===== config.mk =====
export PLATFORM = sky130hd
export DESIGN_NAME = matrix_3x3_8bit
export DESIGN_NICKNAME = d
export VERILOG_FILES = /design/src/rtl/matrix_3x3_8bit.sv
export SDC_FILE = /design/constraint.sdc
export NUM_CORES = 1
export LEC_CHECK = 0
export BUFFER_PORTS_ARGS = -buffer_cell sky130_fd_sc_hd__buf_4
export CORE_ASPECT_RATIO = 1.25
export CORE_UTILIZATION = 33
export CTS_CLUSTER_SIZE = 28
export DETAILED_ROUTE_END_ITERATION = 16
export GPL_ROUTABILITY_DRIVEN = 0
export PLACE_DENSITY = 0.61
export SYNTH_ARGS = -nofsm -noshare
export SYNTH_HDL_FRONTEND = slang
export SYNTH_SLANG_ARGS = --single-unit

===== constraint.sdc =====
create_clock -name clock -period 2.8 [get_ports clock]
set_clock_uncertainty 0.15 [all_clocks]
set_input_delay 0.28 -clock clock [delete_from_list [all_inputs] [get_ports clock]]
set_output_delay 0.28 -clock clock [all_outputs]
set_load 0.02 [all_outputs]

===== src/rtl/matrix_3x3_8bit.sv =====
// Sliding 3x3 pixel window built from the two-tap line shift RAM.
// Stage 1 aligns the live pixel and sidebands with the RAM taps; stage 2 holds
// the window, the delayed sidebands and the window-valid / line-length flags.
module matrix_3x3_8bit #(
   parameter int unsigned DATA_W   = 8,
   parameter int unsigned CNT_W    = 11,
   parameter int unsigned LINE_MAX = 1024
) (
   input  logic              clock,
   input  logic              rst_n,
   input  logic              pre_frame_vsync,
   input  logic              pre_frame_href,
   input  logic              pre_frame_clken,
   input  logic [DATA_W-1:0] pre_img_y,
   output logic              shift_href,
   output logic              shift_clken,
   output logic [DATA_W-1:0] shift_data,
   input  logic [DATA_W-1:0] taps0x,
   input  logic [DATA_W-1:0] taps1x,
   output logic              matrix_frame_vsync,
   output logic              matrix_frame_href,
   output logic              matrix_frame_clken,
   output logic [DATA_W-1:0] matrix_p11,
   output logic [DATA_W-1:0] matrix_p12,
   output logic [DATA_W-1:0] matrix_p13,
   output logic [DATA_W-1:0] matrix_p21,
   output logic [DATA_W-1:0] matrix_p22,
   output logic [DATA_W-1:0] matrix_p23,
   output logic [DATA_W-1:0] matrix_p31,
   output logic [DATA_W-1:0] matrix_p32,
   output logic [DATA_W-1:0] matrix_p33,
   output logic              matrix_valid,
   output logic              err_line_len
);

   localparam logic [CNT_W-1:0] CNT_SAT = {CNT_W{1'b1}};
   localparam logic [CNT_W-1:0] CNT_ONE = CNT_W'(1);
   localparam logic [CNT_W-1:0] ERR_COL = CNT_W'(LINE_MAX + 1);
   localparam logic [CNT_W-1:0] ROW_MIN = CNT_W'(2);
   localparam logic [CNT_W-1:0] COL_MIN = CNT_W'(3);

   logic              vsync_d1;
   logic              href_d1;
   logic              clken_d1;
   logic [DATA_W-1:0] y_d1;

   logic [CNT_W-1:0]  col_cnt;
   logic [CNT_W-1:0]  row_cnt;
   logic [CNT_W-1:0]  col_next;
   logic [CNT_W-1:0]  row_next;
   logic              href_fall;
   logic              vsync_rise;
   logic              err_set;
   logic              err_next;
   logic              valid_next;

   // Line RAM is fed straight from the input port
   assign shift_href  = pre_frame_href;
   assign shift_clken = pre_frame_clken;
   assign shift_data  = pre_img_y;

   // Stage 1: align the live pixel and sidebands with the one-cycle RAM taps
   always_ff @(posedge clock or negedge rst_n) begin
      if (!rst_n) begin
         vsync_d1 <= 1'b0;
         href_d1  <= 1'b0;
         clken_d1 <= 1'b0;
         y_d1     <= '0;
      end else begin
         vsync_d1 <= pre_frame_vsync;
         href_d1  <= pre_frame_href;
         clken_d1 <= pre_frame_clken;
         y_d1     <= pre_img_y;
      end
   end

   // Edge detects use the stage-2 sideband copies as the previous stage-1 value
   assign href_fall  = matrix_frame_href & ~href_d1;
   assign vsync_rise = vsync_d1 & ~matrix_frame_vsync;

   // Next counter and flag values; the window flag uses the updated column
   always_comb begin
      col_next   = col_cnt;
      row_next   = row_cnt;
      err_set    = 1'b0;
      err_next   = err_line_len;
      valid_next = 1'b0;

      if (!href_d1) begin
         col_next = '0;
      end else if (clken_d1 && (col_cnt != CNT_SAT)) begin
         col_next = col_cnt + CNT_ONE;
      end

      if (vsync_rise) begin
         row_next = '0;
      end else if (href_fall && (row_cnt != CNT_SAT)) begin
         row_next = row_cnt + CNT_ONE;
      end

      err_set = href_d1 & clken_d1 & (col_next == ERR_COL);

      if (vsync_rise) begin
         err_next = 1'b0;
      end else if (err_set) begin
         err_next = 1'b1;
      end

      valid_next = clken_d1 & href_d1 &
                   (row_cnt >= ROW_MIN) & (col_next >= COL_MIN) &
                   ~(err_line_len | err_set);
   end

   // Row/column position and the sticky over-length flag
   always_ff @(posedge clock or negedge rst_n) begin
      if (!rst_n) begin
         col_cnt      <= '0;
         row_cnt      <= '0;
         err_line_len <= 1'b0;
         matrix_valid <= 1'b0;
      end else begin
         col_cnt      <= col_next;
         row_cnt      <= row_next;
         err_line_len <= err_next;
         matrix_valid <= valid_next;
      end
   end

   // Window: shift on a strobe, clear between lines, otherwise hold
   always_ff @(posedge clock or negedge rst_n) begin
      if (!rst_n) begin
         matrix_p11 <= '0;
         matrix_p12 <= '0;
         matrix_p13 <= '0;
         matrix_p21 <= '0;
         matrix_p22 <= '0;
         matrix_p23 <= '0;
         matrix_p31 <= '0;
         matrix_p32 <= '0;
         matrix_p33 <= '0;
      end else if (clken_d1) begin
         matrix_p11 <= matrix_p12;
         matrix_p12 <= matrix_p13;
         matrix_p13 <= taps1x;
         matrix_p21 <= matrix_p22;
         matrix_p22 <= matrix_p23;
         matrix_p23 <= taps0x;
         matrix_p31 <= matrix_p32;
         matrix_p32 <= matrix_p33;
         matrix_p33 <= y_d1;
      end else if (!href_d1) begin
         matrix_p11 <= '0;
         matrix_p12 <= '0;
         matrix_p13 <= '0;
         matrix_p21 <= '0;
         matrix_p22 <= '0;
         matrix_p23 <= '0;
         matrix_p31 <= '0;
         matrix_p32 <= '0;
         matrix_p33 <= '0;
      end
   end

   // Stage 2 sidebands, aligned with the window registers
   always_ff @(posedge clock or negedge rst_n) begin
      if (!rst_n) begin
         matrix_frame_vsync <= 1'b0;
         matrix_frame_href  <= 1'b0;
         matrix_frame_clken <= 1'b0;
      end else begin
         matrix_frame_vsync <= vsync_d1;
         matrix_frame_href  <= href_d1;
         matrix_frame_clken <= clken_d1;
      end
   end

endmodule


Word level (Yosys, flattened, before mapping)
Index checks and enable logic that the tools add are counted.
{ "op_classes": {"add_sub_neg": 2, "magnitude_cmp": 2, "eq_ne": 4, "mux": 16, "bitwise_logic": 11, "reduce_logical": 4} }
{ "op_table": {"columns": ["op", "count"], "rows": [
  ["2-to-1 mux 8 bit", 10],
  ["2-to-1 mux 11 bit", 4],
  ["adder 11 x 1 -> 11 bit, second input constant", 2],
  ["greater-or-equal comparator 11 x 2 -> 1 bit, second input constant", 2],
  ["inequality test 11 bit, second input constant", 2],
  ["== test 11 bit, second input constant", 1],
  ["AND 1 bit", 7],
  ["nonzero test 2 bit", 2],
  ["inverter 1 bit", 3],
  ["logical AND 1 bit", 2],
  ["2-to-1 mux 1 bit", 2],
  ["inequality test 2 x 1 -> 1 bit, second input constant", 1],
  ["bitwise OR 1 bit", 1]
]} }
{ "word_totals": {"reg_bits": 110, "inputBits": 29, "elab_cells": 59} }

Depth between registers and ports, before layout
Gate-level depths: netlist (run 1).
{ "logic_depth": {"depth_word": 9, "ltp_mapped": 7, "ltp_nobuf": 7} }

Worst setup path after synthesis (run 1)
OpenSTA, ideal clock, no wires.
{ "synth_timing": {"path_kind": "reg-to-reg", "start": "register col_cnt[1]", "end": "register matrix_valid", "arrival_ns": 2.352, "slack_ns": 0.174, "stages_incl_launch_ff": 8, "synth_period_minus_slack_ns": 2.626, "cell_sequence": "dfrtp_1 -> ha_1 -> nand3_1 -> or4b_4 -> xnor2_1 -> and2_4 -> or4_4 -> o31a_1"} }
{ "synth_via": {"elab_chain_cells": 9, "word_cells_on_any_way": 12} }
{ "synth_rtl": {"columns": ["element", "line_no", "rtl"], "rows": [
  ["start: declaration", "47", "logic [CNT_W-1:0] col_cnt;"],
  ["start signal: assignment", "122", "col_cnt <= col_next;"],
  ["parallel branches: the longest is 2 deep, another holds adder 11 x 1 -> 11 bit", null, null],
  ["2-to-1 mux 11 bit *", "91", "end else if (clken_d1 && (col_cnt != CNT_SAT)) begin"],
  ["2-to-1 mux 11 bit *", "89", "if (!href_d1) begin"],
  ["via col_next[8]", "49", "logic [CNT_W-1:0] col_next;"],
  ["parallel branches: the longest is 4 deep, another holds greater-or-equal comparator 11 x 2 -> 1 bit", null, null],
  ["AND 1 bit *", "110", "(row_cnt >= ROW_MIN) & (col_next >= COL_MIN) &"],
  ["via valid_next", "55", "logic valid_next;"],
  ["end signal: assignment", "125", "matrix_valid <= valid_next;"],
  ["end: declaration", "32", "output logic matrix_valid,"]
]} }
Mark *: on every way through the listed nets, which the timed path passes.
A chain may end at the register's enable or synchronous reset.

Final worst setup path (run 1)
{ "layout_timing": {"start": "register col_cnt[1]", "end": "register err_line_len"} }
{ "layout_via": {"elab_chain_cells": 7, "word_cells_on_any_way": 8} }
{ "layout_rtl": {"columns": ["element", "line_no", "rtl"], "rows": [
  ["parallel branches: the longest is 2 deep, another holds adder 11 x 1 -> 11 bit", null, null],
  ["2-to-1 mux 11 bit *", "91", null],
  ["2-to-1 mux 11 bit *", "89", null],
  ["via col_next[8]", "49", null],
  ["== test 11 bit *", "101", "err_set = href_d1 & clken_d1 & (col_next == ERR_COL);"],
  ["AND 1 bit *", "101", null],
  ["nonzero test 2 bit (no line) *", null, null],
  ["end signal: assignment", "124", "err_line_len <= err_next;"],
  ["end: declaration", "33", "output logic err_line_len"]
]} }
Marks and branches as above.

==> summary.md, run 1 <==
| Metric | Value |
|---|---|
| Yosys warns | `0` |
| Min Tclk post-route | `2.65 ns` |
| Top cells by count, synth | `110 x dfrtp_1, 73 x a22o_1, 25 x nor2_1` |
| Routed vias | `3,105` |
| Status | `complete, no violations` |
| Finished layout cell area | `5760 sq um` |
| Simple-Gate Fraction of Synth Area | `9.05%` |
| Number of global-route vias before repair | `3,036` |
| CTS buffer count | `9` |
| Synthesized area | `4310 sq um` |
| Nature of the critical path endpoint | `flip-flop` |
| Row Count | `46` |
| Post-Syn Nets | `371` |
| XOR/XNOR Fraction of Synth Area | `2.64%` |
| RSZ-0062 raised after global routing | `no` |
| Most common flop cell mapped by yosys | `dfrtp_1` |
| WL per Instance | `15.1 um` |
| Hold depth | `2` |
| Clock transition at path regs | `0.07 ns` |
| Initial antenna violation count | `0` |
| Arr. time, crit path | `2.73 ns` |
| Setup ws final | `0.155 ns` |
| Largest family of logic cells by synthesized area | `compound AO/OA/AOI/OAI gates` |
| Fin util | `45.3%` |
| Synth Instances | `339` |
| Die width | `104 um` |
| First-pass GRT wire length | `15,300 um` |
| Post-synth EDFFs | `0` |
| Critical path class | `reg2reg` |
| Avg Vias per Cell | `4.93` |
| Synth Area per Inst | `12.7 sq um` |
| Cell Count Post-Placement | `601` |
| Dpl cell area | `5340 sq um` |
| Total GRT Usage | `14.4%` |
| Final ANT Viol Nets | `0` |
| Synth Area in Adders | `0.870%` |
| Worst Setup Start Kind | `flip-flop` |
| VDD IR max | `0.296 mV` |
| Crit-path slowest cell | `or4_4` |
| Post-CTS Resized | `0` |
| Yosys cell types | `40` |
| FILL cells | `1,156` |
| CP peak stage delay | `0.53 ns` |
| Post-DP HPWL | `6270 um` |
| Critical Path, Cell by Cell | `ha_1 -> nand3_1 -> or4b_4 -> xnor2_1 -> and2_4 -> or4_4 -> o41ai_2` |
| Slew margin rel. | `64.0%` |
| CTS tree | `built` |
| Yosys reg bits | `110` |
| Antenna cells | `0` |
| Area leader, netlist | `dfrtp_1` |
| Final Hold Vio Count | `0` |
| Drt first-iter violations | `126` |
| DP Worst Slack | `0.175 ns` |
| Drt pass-1 iters | `4` |
| Sum Neg Setup Slack | `0 ns` |
| DIE AREA | `13,500 sq um` |
| Ports | `116` |
| Crit path max fanout | `6` |
| Global route overflow | `0` |
| Clk buf depth | `2` |
| Area share of the largest cell type after synthesis | `63.8%` |
| Leakage power | `2.77 nW` |
| Residual DRC | `0` |
| Hold Slack | `0.0134 ns` |
| Peak Freq | `378 MHz` |
| Final setup viols | `0` |
| Clk root buf | `clkbuf_16` |
| Setup slack, reg-to-reg | `0.15 ns` |
| Setup bufs post-CTS | `0` |
| Pwr Density | `605 nW/um^2` |
| Register area share after synthesis | `63.8%` |
| Max cap viols | `0` |
| Synth-to-layout area growth | `33.5%` |
| Synth area leaders | `dfrtp_1 64%, a22o_1 15%, nor2_1 2.2%, buf_4 1.7%, clkbuf_1 1.7%` |
| Clock latency on the worst-skew pair | `0.34 ns` |
| Total power | `3.48 mW` |
| Most common cell in the netlist | `dfrtp_1` |
| I/O Buffers | `115` |
| Final Cycle Share | `94.5%` |
| Compound-cell area share of the yosys netlist | `19.0%` |
| H-tree depth reported by CTS | `3` |
| Hold WC Path Type | `in2reg` |
| R2R depth | `7` |
| Layout cells sized above 1 | `32.5%` |
| Final non-filler cell total | `630` |
| Core Region | `12,700 sq um` |
| Mux contribution to synthesized area | `0.464%` |
| Final Max Tran Viols | `0` |
| Largest net degree at the start of global routing | `73` |
| Layout Nets | `489` |
| TritonCTS Sinks | `110` |
| Starting density of the core | `33.9%` |
| Worst Max-Slew Pin Slew | `0.535 ns` |
| Critical Path RT | `2.89 ns` |
| Drt total wl | `9530 um` |
| Post-synth ARST share | `100%` |
| Die height | `130 um` |
-- registers in the layout, summed over array words and instances (netlist names), 8 cells and up --
| name | cells |
|---|---|
| matrix_p23 | 8 |
| matrix_p21 | 8 |
| matrix_p22 | 8 |
| matrix_p13 | 8 |
| matrix_p12 | 8 |
| row_cnt | 11 |
| y_d1 | 8 |
| matrix_p32 | 8 |
| col_cnt | 11 |
| matrix_p31 | 8 |
| matrix_p33 | 8 |
| matrix_p11 | 8 |
-- power by group --
| group | internal [mW] | switching, mW |
|---|---|---|
| Clock | 0.656 | 0.566 |
| Sequential | 1.68 | 0.0759 |
| Combinational | 0.232 | 0.271 |
-- repair_timing --
| item | 4_1_cts | 5_1_grt |
|---|---|---|
| hold endpoints to repair | 47 | 0 |
| hold buffers | 13 | 0 |
| setup endpoints to repair | 0 | 0 |
-- worst paths after layout --
kind / from / to
worst max-delay path: col_cnt[1] / err_line_len
worst min-delay path: taps1x[2] / matrix_p13[2]
worst max register to register: col_cnt[1] / err_line_len
worst min register to register: vsync_d1 / matrix_frame_vsync
max in group asynchronous: rst_n / matrix_p12[0]
min in group asynchronous: rst_n / matrix_p33[3]
-- cells in the final DEF (no fill, tap or decap), drive strengths merged, types with 2 or more instances in the layout --
master,instances
nor2b,2
a22o,73
nor3,4
mux2i,2
and2,4
nand4,3
a211oi,2
nor4,4
nand2b,2
a21oi,7
inv,7
dfrtp,110
clkinv,2
nand3,10
xnor2,5
o21ai,4
xor2,8
buf,125
ha,3
dlygate4sd3,13
and4,2
nor2,25
nand2,16
o41ai,2
clkbuf,12
-- logic make-up after synthesis --
group                      Yosys count
and+or+nand+nor                     77
buffers and inverters               37
AOI/OAI and AO/OA                   97
muxes                                2
adders and majority gates            3
DFF                                110
xor gates and xnor gates            13
-- routing by layer --
| metal | vias to the layer above | GRT usage, % | share of wire, % |
|---|---|---|---|
| li1 | 1472 | - | - |
| met5 | - | 0 | 0 |
| met2 | 71 | 23.5 | 50 |
| met3 | 13 | 3.25 | 3.8 |
| met1 | 1549 | 18.1 | 44 |
| met4 | 0 | 7.31 | 2.3 |
-- worst max-delay path, delay by kind of cell, from the launching register on --
kind,cells,cell delay (ns)
simple gates,4,1.31
flops,1,0.43
compound gates,1,0.31
fa+ha+maj,1,0.22
xor+xnor,1,0.13
-- layout make-up --
| cell class | instances | area, sq um | area share (%) |
|---|---|---|---|
| Clock inverter | 4 | 30.0 | 0.522 |
| Multi-Input combinational cell | 192 | 1390 | 24.1 |
| Inverter | 6 | 22.5 | 0.391 |
| Timing Repair Buffer | 138 | 1090 | 19.0 |
| Clock buffer | 12 | 256 | 4.46 |
| Tap cell | 168 | 210 | 3.65 |
| Sequential cell | 110 | 2750 | 47.8 |
Power figures use the tool's default switching activity.
==> inputs of run 2 (changes only) <==
- PLACE_DENSITY: 0.61 -> 0.67
- clock period: 2.8 -> 2.4 ns (I/O delays scaled with it)
==> run 2 against run 1 <==
The run now ends with negative setup slack left; hold slack improved by 0.21 ns; critical path type unchanged; routed wire length rose by 6.6%; cell area is 4.7% higher; combinational power is 23% higher; global-route usage is 0.65 points higher; via count grew 4.9%.
==> summary.md, run 2 (synthesized netlist as in run 1, its figures left out) <==
| Metric | Value |
|---|---|
| Status | `finished, violations left (was complete, no violations)` |
| Failing checks | `negative setup slack` |
| Clock latency on the worst-skew pair | `0.34 ns (about the same)` |
| Peak Freq | `410 MHz (was 378 MHz)` |
| Worst Max-Slew Pin Slew | `0.573 ns (was 0.535 ns)` |
| Starting density of the core | `33.9% (unchanged)` |
| Residual DRC | `0 (unchanged)` |
| Worst Setup Start Kind | `flip-flop (unchanged)` |
| Synth-to-layout area growth | `39.7% (was 33.5%)` |
| CTS tree | `built (unchanged)` |
| Layout cells sized above 1 | `33.9% (was 32.5%)` |
| Met1 global-route usage | `19.7% (was 18.1%)` |
| Clk root buf | `clkbuf_16 (unchanged)` |
| Die width | `104 um (unchanged)` |
| Largest net degree at the start of global routing | `53 (was 73)` |
| Slew margin rel. | `61.8% (was 64.0%)` |
| Nature of the critical path endpoint | `flip-flop (unchanged)` |
| Die height | `130 um (unchanged)` |
| DIE AREA | `13,500 sq um (unchanged)` |
| Footprint of the multi-input gates | `1430 sq um (was 1390 sq um)` |
| Most frequent cells in the layout | `134 x buf_4, 109 x dfrtp_1, 73 x a22o_1 (was 123 x buf_4, 109 x dfrtp_1, 73 x a22o_1)` |
| Clock transition at path regs | `0.07 ns (about the same)` |
| TritonCTS Sinks | `110 (unchanged)` |
| Row Count | `46 (unchanged)` |
| Leakage power | `2.90 nW (was 2.77 nW)` |
| Avg Vias per Cell | `4.97 (was 4.93)` |
| Final Hold Vio Count | `0 (unchanged)` |
| Final setup viols | `1 (was 0)` |
| RSZ-0062 raised after global routing | `yes (was no)` |
| First-pass GRT wire length | `16,300 um (was 15,300 um)` |
| Drt pass-1 iters | `4 (unchanged)` |
| Number of global-route vias before repair | `3,245 (was 3,036)` |
| Met3 Use GR | `3.25% (unchanged)` |
| Total GRT Usage | `15.0% (was 14.4%)` |
| Crit path max fanout | `2 (was 6)` |
| Antenna cells | `0 (unchanged)` |
| CTS buffer count | `9 (unchanged)` |
| Final Cycle Share | `102% (was 94.5%)` |
| Ports | `116 (unchanged)` |
| Final ANT Viol Nets | `0 (unchanged)` |
| Total power | `4.09 mW (was 3.48 mW)` |
| Clk buf depth | `2 (unchanged)` |
| Busiest grt layer | `met2 (unchanged)` |
| Global route overflow | `0 (unchanged)` |
| Min Tclk post-route | `2.44 ns (was 2.65 ns)` |
| Routed vias | `3,257 (was 3,105)` |
| I/O Buffers | `115 (unchanged)` |
| Critical path class | `reg2reg (unchanged)` |
| DP Worst Slack | `-0.0685 ns (was 0.175 ns)` |
| Met2 Use GR | `24.8% (was 23.5%)` |
| Sum Neg Setup Slack | `-0.0399 ns (was 0 ns)` |
| Initial antenna violation count | `0 (unchanged)` |
| Critical Path RT | `2.47 ns (was 2.89 ns)` |
| WL per Instance | `15.5 um (was 15.1 um)` |
| Drt first-iter violations | `100 (was 126)` |
| FILL cells | `1,109 (was 1,156)` |
| Drt total wl | `10,200 um (was 9530 um)` |
| Arr. time, crit path | `2.51 ns (was 2.73 ns)` |
| VDD IR max | `0.338 mV (was 0.296 mV)` |
| Layout Nets | `515 (was 489)` |
| Core Region | `12,700 sq um (unchanged)` |
| Post-DP HPWL | `6670 um (was 6270 um)` |
| Hold WC Path Type | `reg2reg (was in2reg)` |
| Setup ws final | `-0.0399 ns (was 0.155 ns)` |
| Final Max Tran Viols | `0 (unchanged)` |
| H-tree depth reported by CTS | `3 (unchanged)` |
| Max cap viols | `0 (unchanged)` |
| Top flop regs | `col_cnt (11), row_cnt (11) (unchanged)` |
| Pwr Density | `678 nW/um^2 (was 605 nW/um^2)` |
| Sequential cell area | `2750 sq um (unchanged)` |
| Most common cell after layout, fill and taps aside | `buf_4 (unchanged)` |
-- run 2: final timing paths --
kind,start,to,slack (ns),cells after the start
setup / recovery,col_cnt[1],matrix_valid,-0.04,7
hold / removal,vsync_d1,matrix_frame_vsync,0.23,0
setup reg to reg,col_cnt[1],matrix_valid,-0.04,7
hold reg to reg,vsync_d1,matrix_frame_vsync,0.23,0
max in group asynchronous,rst_n,matrix_p21[1],1.06,3
min in group asynchronous,rst_n,row_cnt[7],0.29,2
-- run 2: critical path: stages (launching register included) --
cell and delay, ns:
dfrtp_1 0.39, ha_4 0.16, nand3_4 0.08, or4b_4 0.50
xnor2_2 0.14, and2_4 0.16, or4_4 0.48, o31a_1 0.26
-- run 2: area by class of cell --
class | count | share of cell area (%)
clock inverter | 4 | 0.519
inverter | 6 | 0.374
clock buffer | 11 | 4.19
sequential | 110 | 45.7
timing repair buffer | 164 | 22.0
tap | 168 | 3.49
multi-input combinational | 192 | 23.7
-- run 2: routing by layer --
metal | routed length (um) | vias to the layer above
li1 | - | 1520
met1 | 4500 | 1641
met2 | 5100 | 85
met3 | 397 | 11
met4 | 148 | 0
met5 | 0 | -
-- run 2: per-stage QoR --
step	area (sq um)	cells	hold slack, ns	utilization, %
5_1_grt	6030	655	0.251	47.4
6_report	6030	655	0.225	47.4
4_1_cts	6010	655	0.234	47.3
3_3_place_gp	5420	610	0.122	42.6
2_1_floorplan	4330	339	-0.206	-
3_5_place_dp	5420	610	0.131	42.6
-- run 2: power breakdown --
group / switching, mW / total, mW / internal, mW
sequential: 0.0902 / 2.05 / 1.96
combinational: 0.326 / 0.620 / 0.294
clock: 0.655 / 1.42 / 0.761
-- run 2: repair_timing --
action / in CTS / in global routing
endpoints found under the hold margin: 68 / 0
setup buffers: 2 / 0
pin swaps: 4 / 2
resized for setup: 1 / 2
setup endpoints to repair: 2 / 2
hold buffers: 28 / 0
==> inputs of run 3 (changes only) <==
- PLACE_DENSITY: 0.67 -> 0.65
- clock period: 2.4 -> 2.5 ns (I/O delays scaled with it)
==> run 3 against run 2 <==
The flow now finishes without violations; utilization is 0.71 points lower; count of clock-buffer cells in the layout is 2 lower; via count down 2.1%; sequential cell count stayed put; hold slack worse by 0.21 ns; critical path depth fell by 1; sequential power decreased by 4%; global-route usage decreased by 0.90 points; cell area decreased by 1.5%; highest routed layer unchanged.
==> summary.md, run 3 (synthesized netlist as in run 1, its figures left out) <==
| Metric | Value |
|---|---|
| Worst Max-Slew Pin Slew | `0.773 ns (was 0.573 ns)` |
| Drt pass-1 iters | `4 (unchanged)` |
| CP peak stage delay | `0.53 ns (was 0.50 ns)` |
| Setup ws final | `0.0460 ns (was -0.0399 ns)` |
| Drt first-iter violations | `141 (was 100)` |
| DP Worst Slack | `0.0101 ns (was -0.0685 ns)` |
| Leakage power | `2.83 nW (was 2.90 nW)` |
| First-pass GRT wire length | `15,400 um (was 16,300 um)` |
| Avg Vias per Cell | `4.95 (was 4.97)` |
| Clk buf depth | `2 (unchanged)` |
| Min Tclk post-route | `2.45 ns (was 2.44 ns)` |
| I/O Buffers | `115 (unchanged)` |
| Pwr Density | `668 nW/um^2 (was 678 nW/um^2)` |
| Synth-to-layout area growth | `37.6% (was 39.7%)` |
| Hold Slack | `0.0191 ns (was 0.225 ns)` |
| H-tree depth reported by CTS | `3 (unchanged)` |
| Slew margin rel. | `48.5% (was 61.8%)` |
| Ports | `116 (unchanged)` |
| Clock transition at path regs | `0.07 ns (about the same)` |
| Post-DP HPWL | `6310 um (was 6670 um)` |
| Drt total wl | `9560 um (was 10,200 um)` |
| Most common cell after layout, fill and taps aside | `buf_4 (unchanged)` |
| FILL cells | `1,129 (was 1,109)` |
| Most frequent cells in the layout | `123 x buf_4, 108 x dfrtp_1, 73 x a22o_1 (was 134 x buf_4, 109 x dfrtp_1, 73 x a22o_1)` |
| Crit-path slowest cell | `or4b_4 (unchanged)` |
| Final ANT Viol Nets | `0 (unchanged)` |
| Residual DRC | `0 (unchanged)` |
| CTS buffer count | `9 (unchanged)` |
| Final Max Tran Viols | `0 (unchanged)` |
| Hold WC Path Type | `in2reg (was reg2reg)` |
| Status | `complete, no violations (was finished, violations left)` |
| Finished layout cell area | `5940 sq um (was 6030 sq um)` |
| Critical path class | `reg2reg (unchanged)` |
| Layout cells sized above 1 | `32.4% (was 33.9%)` |
| DIE AREA | `13,500 sq um (unchanged)` |
| Final setup viols | `0 (was 1)` |
| Arr. time, crit path | `2.53 ns (was 2.51 ns)` |
| Die height | `130 um (unchanged)` |
| Routed vias | `3,189 (was 3,257)` |
| Clk root buf | `clkbuf_16 (unchanged)` |
| Worst Setup Start Kind | `flip-flop (unchanged)` |
| VDD IR max | `0.303 mV (was 0.338 mV)` |
| Nature of the critical path endpoint | `flip-flop (unchanged)` |
| Antenna cells | `0 (unchanged)` |
| Layout Nets | `503 (was 515)` |
| TritonCTS Sinks | `110 (unchanged)` |
| Global route overflow | `0 (unchanged)` |
| Clock latency on the worst-skew pair | `0.34 ns (about the same)` |
| Die width | `104 um (unchanged)` |
| Total GRT Usage | `14.1% (was 15.0%)` |
| Row Count | `46 (unchanged)` |
| Crit path max fanout | `5 (was 2)` |
| Largest net degree at the start of global routing | `75 (was 53)` |
| Peak Freq | `407 MHz (was 410 MHz)` |
| Max cap viols | `0 (unchanged)` |
| Critical Path, Cell by Cell | `and3_4 -> or4b_4 -> xnor2_1 -> and2_4 -> or4_4 -> o31a_1 (was ha_4 -> nand3_4 -> or4b_4 -> xnor2_2 -> and2_4 -> or4_4 -> o31a_1)` |
| Final Hold Vio Count | `0 (unchanged)` |
| WL per Instance | `14.8 um (was 15.5 um)` |
| Final Cycle Share | `98.2% (was 102%)` |
| RSZ-0062 raised after global routing | `no (was yes)` |
| Core Region | `12,700 sq um (unchanged)` |
| Top flop regs | `col_cnt (11), row_cnt (11) (unchanged)` |
| Number of global-route vias before repair | `3,210 (was 3,245)` |
| Critical Path RT | `2.57 ns (was 2.47 ns)` |
| Dpl cell area | `5360 sq um (was 5420 sq um)` |
| Initial antenna violation count | `0 (unchanged)` |
| Sum Neg Setup Slack | `0 ns (was -0.0399 ns)` |
| CTS tree | `built (unchanged)` |
| Starting density of the core | `33.9% (unchanged)` |
## run 3: cell types whose count changed in the layout (fill, tap and decap cells not counted), sizes merged
cell,change
dlygate4sd3,-1
buf,-11
bufinv,+1
clkinvlp,+1
clkbuf,-2
clkinv,+1
## run 3: cell type report
class                           count  area (sq um)  share of cell area [%]
Clock inverter                      7          73.8                    1.24
Sequential cell                   110          2760                    46.4
Timing Repair Buffer              152          1230                    20.8
Inverter                            6          22.5                   0.379
Tap cell                          168           210                    3.54
Multi-Input combinational cell    192          1420                    23.8
Clock buffer                        9           225                    3.79
## run 3: critical path: cells and delay by family, from the launching register on
kind	cells	cell delay, ns
xor+xnor	1	0.14
flops	1	0.44
simple gates	4	1.36
compound gates	1	0.25
## run 3: worst paths after layout
path                             from                 end  slack [ns]  depth (start not counted)
hold reg to reg              vsync_d1  matrix_frame_vsync        0.23                          0
max in group asynchronous       rst_n            clken_d1        1.30                          3
setup / recovery           col_cnt[8]        matrix_valid        0.05                          6
min in group asynchronous       rst_n   matrix_frame_href        0.17                          2
hold / removal              taps1x[0]       matrix_p13[0]        0.02                          2
setup reg to reg           col_cnt[8]        matrix_valid        0.05                          6
## run 3: timing repair
item | CTS | global route
buffers inserted | 0 | 0
hold buffers | 27 | 0
setup endpoints to repair | 1 | 1
cloned | 0 | 0
hold endpoints to repair | 103 | 0
resized for setup | 1 | 1
pin swaps | 0 | 2
## run 3: layer usage
metal  GRT usage [%]  part of all wire, %  vias up
met5               0                    0        -
met4            5.21                  1.2        0
met3            3.50                  4.0        9
met2            24.0                   52       73
met1            17.6                   43     1611
li1                -                    -     1496
## run 3: where the power goes
group / total, mW / leakage [nW] / switching, mW / internal [mW]
Sequential: 1.97 / 1.43 / 0.0878 / 1.88
Combinational: 0.580 / 1.25 / 0.304 / 0.277
Clock: 1.41 / 0.146 / 0.633 / 0.780
Total: 3.96 / 2.83 / 1.02 / 2.94
## run 3: per-stage QoR
| stage | instances | power (mW) | util [%] |
|---|---|---|---|
| after global placement | 601 | 2.54 | 42.1 |
| after detailed placement | 601 | 2.55 | 42.1 |
| after CTS | 644 | 4.02 | 46.7 |
| after floorplan | 339 | 2.28 | - |
| final | 644 | 3.96 | 46.7 |
| after global routing | 644 | 4.14 | 46.7 |
